--- src/rtl/bus_slave.sv ---
// Serial-bus target: LSB-first 16-bit address, ACK windows, 8-bit write/read data.
// Decodes SLAVE_ID from ADDR[15:12] and owns a MEM_DEPTH-byte local memory.
module bus_slave #(
    parameter logic [3:0] SLAVE_ID  = 4'h1,
    parameter int         MEM_DEPTH = 256
) (
    input  logic CLK,
    input  logic RSTN,
    input  logic B_UTIL,
    input  logic B_RW,
    input  logic B_BUS_IN,
    output logic S_ACK,
    output logic S_BUS_OUT,
    output logic S_BSY
);

    localparam int unsigned AW      = (MEM_DEPTH > 1) ? $clog2(MEM_DEPTH) : 1;
    localparam logic [12:0] DEPTH_L = 13'(MEM_DEPTH);

    typedef enum logic [2:0] {
        ST_IDLE,
        ST_ADDR,
        ST_AACK,
        ST_WDATA,
        ST_WACK,
        ST_RDATA
    } state_t;

    state_t      state, state_d;
    logic [3:0]  cnt, cnt_d;
    logic [15:0] addr, addr_d;
    logic        rw, rw_d;
    logic [7:0]  wd, wd_d;
    logic [7:0]  rd, rd_d;
    logic        ack_d, bus_out_d;
    logic        sel, sel_d;
    logic        mem_we;

    logic [7:0]  mem [MEM_DEPTH];

    assign sel   = (addr[15:12] == SLAVE_ID) && ({1'b0, addr[11:0]} < DEPTH_L);
    assign S_BSY = (state != ST_IDLE);

    always_comb begin
        state_d   = state;
        cnt_d     = cnt;
        addr_d    = addr;
        rw_d      = rw;
        wd_d      = wd;
        rd_d      = rd;
        bus_out_d = 1'b0;
        mem_we    = 1'b0;

        case (state)
            ST_IDLE: begin
                if (B_UTIL) begin
                    // Bit 0 is consumed here, so ADDR starts counting at 1.
                    addr_d[0] = B_BUS_IN;
                    cnt_d     = 4'd1;
                    state_d   = ST_ADDR;
                end
            end

            ST_ADDR: begin
                if (!B_UTIL) begin
                    cnt_d   = '0;
                    state_d = ST_IDLE;
                end else begin
                    addr_d[cnt] = B_BUS_IN;
                    if (cnt == 4'd15) begin
                        rw_d    = B_RW;
                        cnt_d   = '0;
                        state_d = ST_AACK;
                    end else begin
                        cnt_d = cnt + 4'd1;
                    end
                end
            end

            ST_AACK: begin
                if (cnt == 4'd3) begin
                    cnt_d = '0;
                    if (!sel) begin
                        state_d = ST_IDLE;
                    end else if (rw) begin
                        state_d = ST_WDATA;
                    end else begin
                        rd_d    = mem[addr[AW-1:0]];
                        state_d = ST_RDATA;
                    end
                end else begin
                    cnt_d = cnt + 4'd1;
                end
            end

            ST_WDATA: begin
                if (!B_UTIL) begin
                    cnt_d   = '0;
                    state_d = ST_IDLE;
                end else begin
                    wd_d[cnt[2:0]] = B_BUS_IN;
                    if (cnt == 4'd7) begin
                        cnt_d   = '0;
                        state_d = ST_WACK;
                    end else begin
                        cnt_d = cnt + 4'd1;
                    end
                end
            end

            ST_WACK: begin
                mem_we = (cnt == 4'd0);
                if (cnt == 4'd3) begin
                    cnt_d   = '0;
                    state_d = ST_IDLE;
                end else begin
                    cnt_d = cnt + 4'd1;
                end
            end

            ST_RDATA: begin
                if (B_UTIL) begin
                    bus_out_d = rd[cnt[2:0]];
                    if (cnt == 4'd7) begin
                        cnt_d   = '0;
                        state_d = ST_IDLE;
                    end else begin
                        cnt_d = cnt + 4'd1;
                    end
                end else begin
                    // Lost grant: restart the byte from bit 0 on resume.
                    cnt_d = '0;
                end
            end

            default: begin
                cnt_d   = '0;
                state_d = ST_IDLE;
            end
        endcase

        // ACK is computed from the next state so it lines up with the window cycles.
        sel_d = (addr_d[15:12] == SLAVE_ID) && ({1'b0, addr_d[11:0]} < DEPTH_L);
        ack_d = (state_d == ST_WACK) || ((state_d == ST_AACK) && sel_d);
    end

    always_ff @(posedge CLK or negedge RSTN) begin
        if (!RSTN) begin
            state     <= ST_IDLE;
            cnt       <= '0;
            addr      <= '0;
            rw        <= 1'b0;
            wd        <= '0;
            rd        <= '0;
            S_ACK     <= 1'b0;
            S_BUS_OUT <= 1'b0;
        end else begin
            state     <= state_d;
            cnt       <= cnt_d;
            addr      <= addr_d;
            rw        <= rw_d;
            wd        <= wd_d;
            rd        <= rd_d;
            S_ACK     <= ack_d;
            S_BUS_OUT <= bus_out_d;
        end
    end

    always_ff @(posedge CLK) begin
        if (mem_we) begin
            mem[addr[AW-1:0]] <= wd;
        end
    end

endmodule

--- config.mk ---
export PLATFORM = sky130hd
export DESIGN_NAME = bus_slave
export DESIGN_NICKNAME = d
export VERILOG_FILES = /design/src/rtl/bus_slave.sv
export SDC_FILE = /design/constraint.sdc
export NUM_CORES = 2
export LEC_CHECK = 0
export CELL_PAD_IN_SITES_DETAIL_PLACEMENT = 1
export CELL_PAD_IN_SITES_GLOBAL_PLACEMENT = 1
export CORE_MARGIN = 5
export CORE_UTILIZATION = 50
export DETAILED_ROUTE_END_ITERATION = 12
export PLACE_DENSITY_LB_ADDON = 0.1
export SLEW_MARGIN = 20
export SYNTH_ARGS = -nofsm -noshare
export SYNTH_HDL_FRONTEND = slang
export SYNTH_SLANG_ARGS = --single-unit
--- constraint.sdc ---
create_clock -name CLK -period 11.81 [get_ports CLK]
set_input_delay 2.9525 -clock CLK [delete_from_list [all_inputs] [get_ports CLK]]
set_output_delay 2.9525 -clock CLK [all_outputs]
set_load 0.1 [all_outputs]
# == Word level (Yosys, flattened, before mapping) ==
# Memory sizes are Yosys's and may differ from the RTL's. A register that Yosys moved wholly into a read port is not among the register bits.
# Cells that the tools add are included.
# word_totals
regBits,34
ramBits,2048
input_bits,5
output_inout_bits,3
word_cells,80
memories,1
# memory_table
memory,depth,word_bits,rd,rd_ports_with_merged_regs,write_ports,line,rtl
mem,256,8,1,1,1,39,logic [7:0] mem [MEM_DEPTH];
# classes
addsub,1
n_lt_le_gt_ge,6
eq_ne,13
n_mux,36
n_bitwise,1
n_reduce_logical,15
# ops
op,n
$mux 3,11
$lt 12x9->1 const B,2
$mux 4,6
$pmux 3 s6,1
$bwmux 16,1
$mux 16,1
$pmux 4 s4,1
$mux 15,1
$eq 3x2->1 const B,3
$eq 3x3->1 const B,3
$mux 1,9
$bwmux 8,1
$eq 4x1->1 const B,2
$logic_and 1x1->1,5
$lt 4x5->1 const B,1
$add 4x1->4 const B,1
$demux 1 s4,1
$eq 4x2->1 const B,1
$eq 4x3->1 const B,1
$eq 4x4->1 const B,1
$ge 4x1->1 const B,1
$logic_not 4->1,1
$lt 3x4->1 const B,1
$reduce_and 4->1,1
other kinds (14),15

# == Logic depth before layout (Yosys ltp) ==
# depth
word_depth,11
depth_mapped,14
ltp_nobuf,8

# == Least setup slack after synthesis ==
# OpenSTA, ideal clock, no wires.
# synth_timing
kind,input to register
from,in B_UTIL
to,reg S_ACK
setup_ns,0.072
arrival_time_ns,4.542
required_time_ns,11.738
slack_ns,7.196
stages,8
n_path_buf,1
cell_sequence,clkbuf_1 > and4bb_2 > and2_1 > nand3_1 > mux2_2 > nor4b_1 > a31oi_1 > nor2_1
# synth_via
elab_chain_cells,6
elab_cells_between_ends,16
classes_between,order compare (1); eq/ne (3); mux (9); reduce/logical (3)
# synth_lines
item,line,rtl
start: declaration,9,"input logic B_UTIL,"
$mux 16,65,if (!B_UTIL) begin
$mux 15,54,case (state)
net addr_d[14],31,"logic [15:0] addr, addr_d;"
$eq 4x1->1,143,"sel_d = (addr_d[15:12] == SLAVE_ID) && ({1'b0, addr_d[11:0]} < DEPTH_L);"
$logic_and 1x1->1,143,
$logic_and 1x1->1,144,ack_d = (state_d == ST_WACK) || ((state_d == ST_AACK) && sel_d);
$logic_or 1x1->1,144,
net ack_d,35,"logic ack_d, bus_out_d;"
end signal: assignment,164,S_ACK <= ack_d;
end: declaration,12,"output logic S_ACK,"
# The timed path passes the listed nets, and every way through them passes these cells.
# A chain may end at the register's enable or synchronous reset.

# == Final worst setup path ==
# layout_timing
from,reg state[0]
to,out S_BSY
# layout_via
elab_chain_cells,1
# layout_lines
item,line,rtl
start: declaration,29,"state_t state, state_d;"
start signal: assignment,158,state <= state_d;
$reduce_bool 3->1,42,assign S_BSY = (state != ST_IDLE);
end: declaration,14,output logic S_BSY
# No other way between the ends.

==> impl_metrics.py <==
metrics = {
    "outcome": {
        "status": "finished clean",
    },
    "setup_path": {
        "crit_required_ps": 8860,
        "worstPathMaxFanout": 16,
        "end_kind": "primary output",
        "cp_cell_sequence": "or3_1 > clkdlybuf4s50_1",
        "worst_path_max_delay_cell": "clkdlybuf4s50_1",
        "critical_path_arrival_ps": 2960,
        "crit_path_start_kind": "register",
        "worst-setup-path-type": "register to primary output",
        "worst_path_largest_cell_delay_ps": 1180,
    },
    "routing": {
        "drc": 0,
        "drt_iter0_drc": 4873,
        "vias_per_cell": 6.37,
        "dr.pass1.iters": 6,
        "ant_nets": 0,
        "num_vias": 40800,
        "wl_per_cell_um": 35.3,
        "wirelength_mm": 226,
    },
    "synth": {
        "synth_area_leaders": "edfxtp_1, mux4_2, mux2i_1",
        "async_flop_share_pct": 2.01,
        "syn_inst": 4001,
        "synth_edf_count": 2048,
        "seq_area_frac_synth_pct": 76.2,
        "ys_warn_count": 0,
        "syn_area_sq_mm": 0.0821,
        "syn_avg_cell_area_sq_um": 20.5,
        "ys_types": 66,
        "synth_nets": 4010,
        "synth_top_area_share_pct": 74.9,
        "synthFlopType": "edfxtp_1",
        "synth_top_area_cell": "edfxtp_1",
        "synth-seq-cells": 2090,
    },
    "die": {
        "die_x_um": 415,
        "num_rows": 148,
        "pin_count": 8,
        "core_area_sq_mm": 0.163,
        "die-area_sq_mm": 0.172,
        "start_util_pct": 50.4,
        "die_h_um": 415,
    },
    "worst_hold_path": {
        "hp-class": "register to register",
    },
    "sta": {
        "totalNegativeSetupSlack_ps": 0,
        "fin_crit_sh_pct": 50.0,
        "finalSetupViolations": 0,
        "max_slew_margin_pct": 21.4,
        "maxSlewViolCount": 0,
        "worst_slack_ps": 5900,
        "min_period_ps": 5910,
        "hold_viol_final": 0,
        "tightest_slew_ps": 1170,
        "rsz0062_at_grt": "no",
        "skew_ps": 22.8,
        "fmax_ghz": 0.169,
    },
    "final_layout": {
        "fin_area_sq_mm": 0.0911,
        "layout_common_cells": "edfxtp_1, mux4_2, nor2_1",
        "final_common_cell": "edfxtp_1",
        "fill_cells": 13900,
        "final_layout_size_suffix_gt1_share_pct": 21.9,
        "fin_nets": 4072,
        "seq_area_sq_mm": 0.0626,
        "syn2layout_area_growth_pct": 11.1,
        "multi_input_area_sq_mm": 0.0183,
        "fin_util_pct": 55.9,
    },
    "cts": {
        "clock_latency_ps": 850,
        "htree_levels": 4,
        "cts_hold_buffers": 0,
        "post_cts_buffers": 0,
        "clock_sinks": 2090,
        "root_buffer": "clkbuf_16",
        "cts_tree": "done",
        "cts_buffers": 211,
        "cts_max_path_buffers": 3,
        "cts.clk_slew.worst_paths_ps": 60,
        "cts_resized": 0,
    },
    "placed_design": {
        "place.gp.congestion": 0.820,
        "place_hpwl_mm": 133,
        "portBuffers": 7,
        "place_area_sq_mm": 0.0845,
        "place_ws_ps": 6300,
    },
    "grt": {
        "antenna_found_initial": 3,
        "grt_max_degree": 186,
        "gr-total-overflow": 0,
        "groute.usage.overall_pct": 26.2,
        "grt_first_pass_wirelength_mm": 325,
        "grt_pass1_vias": 42200,
    },
    "power_and_ir_drop": {
        "ir_worst_vdd_mv": 0.225,
        "power_density_mw_per_mm2": 205,
        "leakage_nw": 29.7,
    },
    "run": {
        "cap_violations": 0,
    },
}
kinds of logic (layout without fill, tap and decap cells):
logic type               count (synthesis)  after routing  synth area share (%)
other                                    0              3                     0
buffers and inverters                  257            489                  1.63
AND/OR/NAND/NOR                        662            662                  3.60
AO/OA/AOI/OAI                          267            267                  2.33
adder cells (fa/ha/maj)                  4              4                0.0610
multiplexers                           721            721                  16.2
flip-flops                            2090           2090                  76.2
cell usage after synthesis, types with 10 or more instances:
cell type / number
mux2_2: 37
o22ai_1: 19
nor2_1: 325
nand2_1: 147
nor2b_1: 22
a21oi_1: 32
nand4_1: 21
clkbuf_1: 106
edfxtp_1: 2048
buf_4: 37
a31oi_1: 22
mux2i_1: 206
buf_2: 55
mux4_2: 467
a22oi_1: 66
nand3_1: 49
a32oi_1: 16
and2_1: 10
nor3_1: 17
o21ai_0: 30
buf_1: 31
a22o_1: 15
nor4_1: 11
buf_6: 15
dfrtp_1: 42
state kept, by name (all words and copies together) (netlist names):
| name | flops |
|---|---|
| S_BUS_OUT | 1 |
| wd | 8 |
| rw | 1 |
| S_ACK | 1 |
| rd | 8 |
| state | 3 |
| addr | 16 |
| cnt | 4 |
| mem | 2048 |
worst paths after layout:
check	from	endpoint	slack (ps)	cells after the start
worst max-delay path	state[0]	S_BSY	5900	2
worst min-delay path	addr[12]	addr[12]	520	1
worst max register to register	addr[3]	rd[0]	6190	11
worst min register to register	addr[12]	addr[12]	520	1
max in group asynchronous	RSTN	wd[4]	9060	2
min in group asynchronous	RSTN	cnt[3]	2220	2
final cells by class:
type	count	area share, %
antenna	3	0.00824
multi-input combinational	1654	20.0
sequential	2090	68.7
clock inverter	111	1.20
timing repair buffer	97	0.931
tap	2175	2.99
clock buffer	272	6.11
inverter	9	0.0398
critical path: cells and delay by family, from the launching register on:
kind	cells	cell delay (ps)
buffers and inverters	1	1180
DFF	1	630
and+or+nand+nor	1	300
layer usage:
metal  global-route usage, %  up-vias  wire, um
met5                       0        -        11
met4                    8.12        2      6970
met3                    5.30      368     17200
met2                    41.1     1632    108000
met1                    37.7    22200     94200
li1                        -    16600         -
power by group:
part / internal [W] / switching [W] / total [W]
Combinational: 0.00145 / 0.00248 / 0.00393
Sequential: 0.00809 / 0.000116 / 0.00820
Clock: 0.00368 / 0.00283 / 0.00651
Total: 0.0132 / 0.00543 / 0.0186
stage by stage:
| stage | hold WS, ps | cells | power [W] |
|---|---|---|---|
| final | 524 | 6411 | 0.0186 |
| after global routing | 531 | 6408 | 0.0192 |
| after CTS | 522 | 6408 | 0.0187 |
| after detailed placement | 509 | 6025 | 0.0123 |
| after global placement | 503 | 6025 | 0.0123 |
| after floorplan | 481 | 4001 | 0.0108 |
No activity file was read; power rests on OpenSTA's default activity.
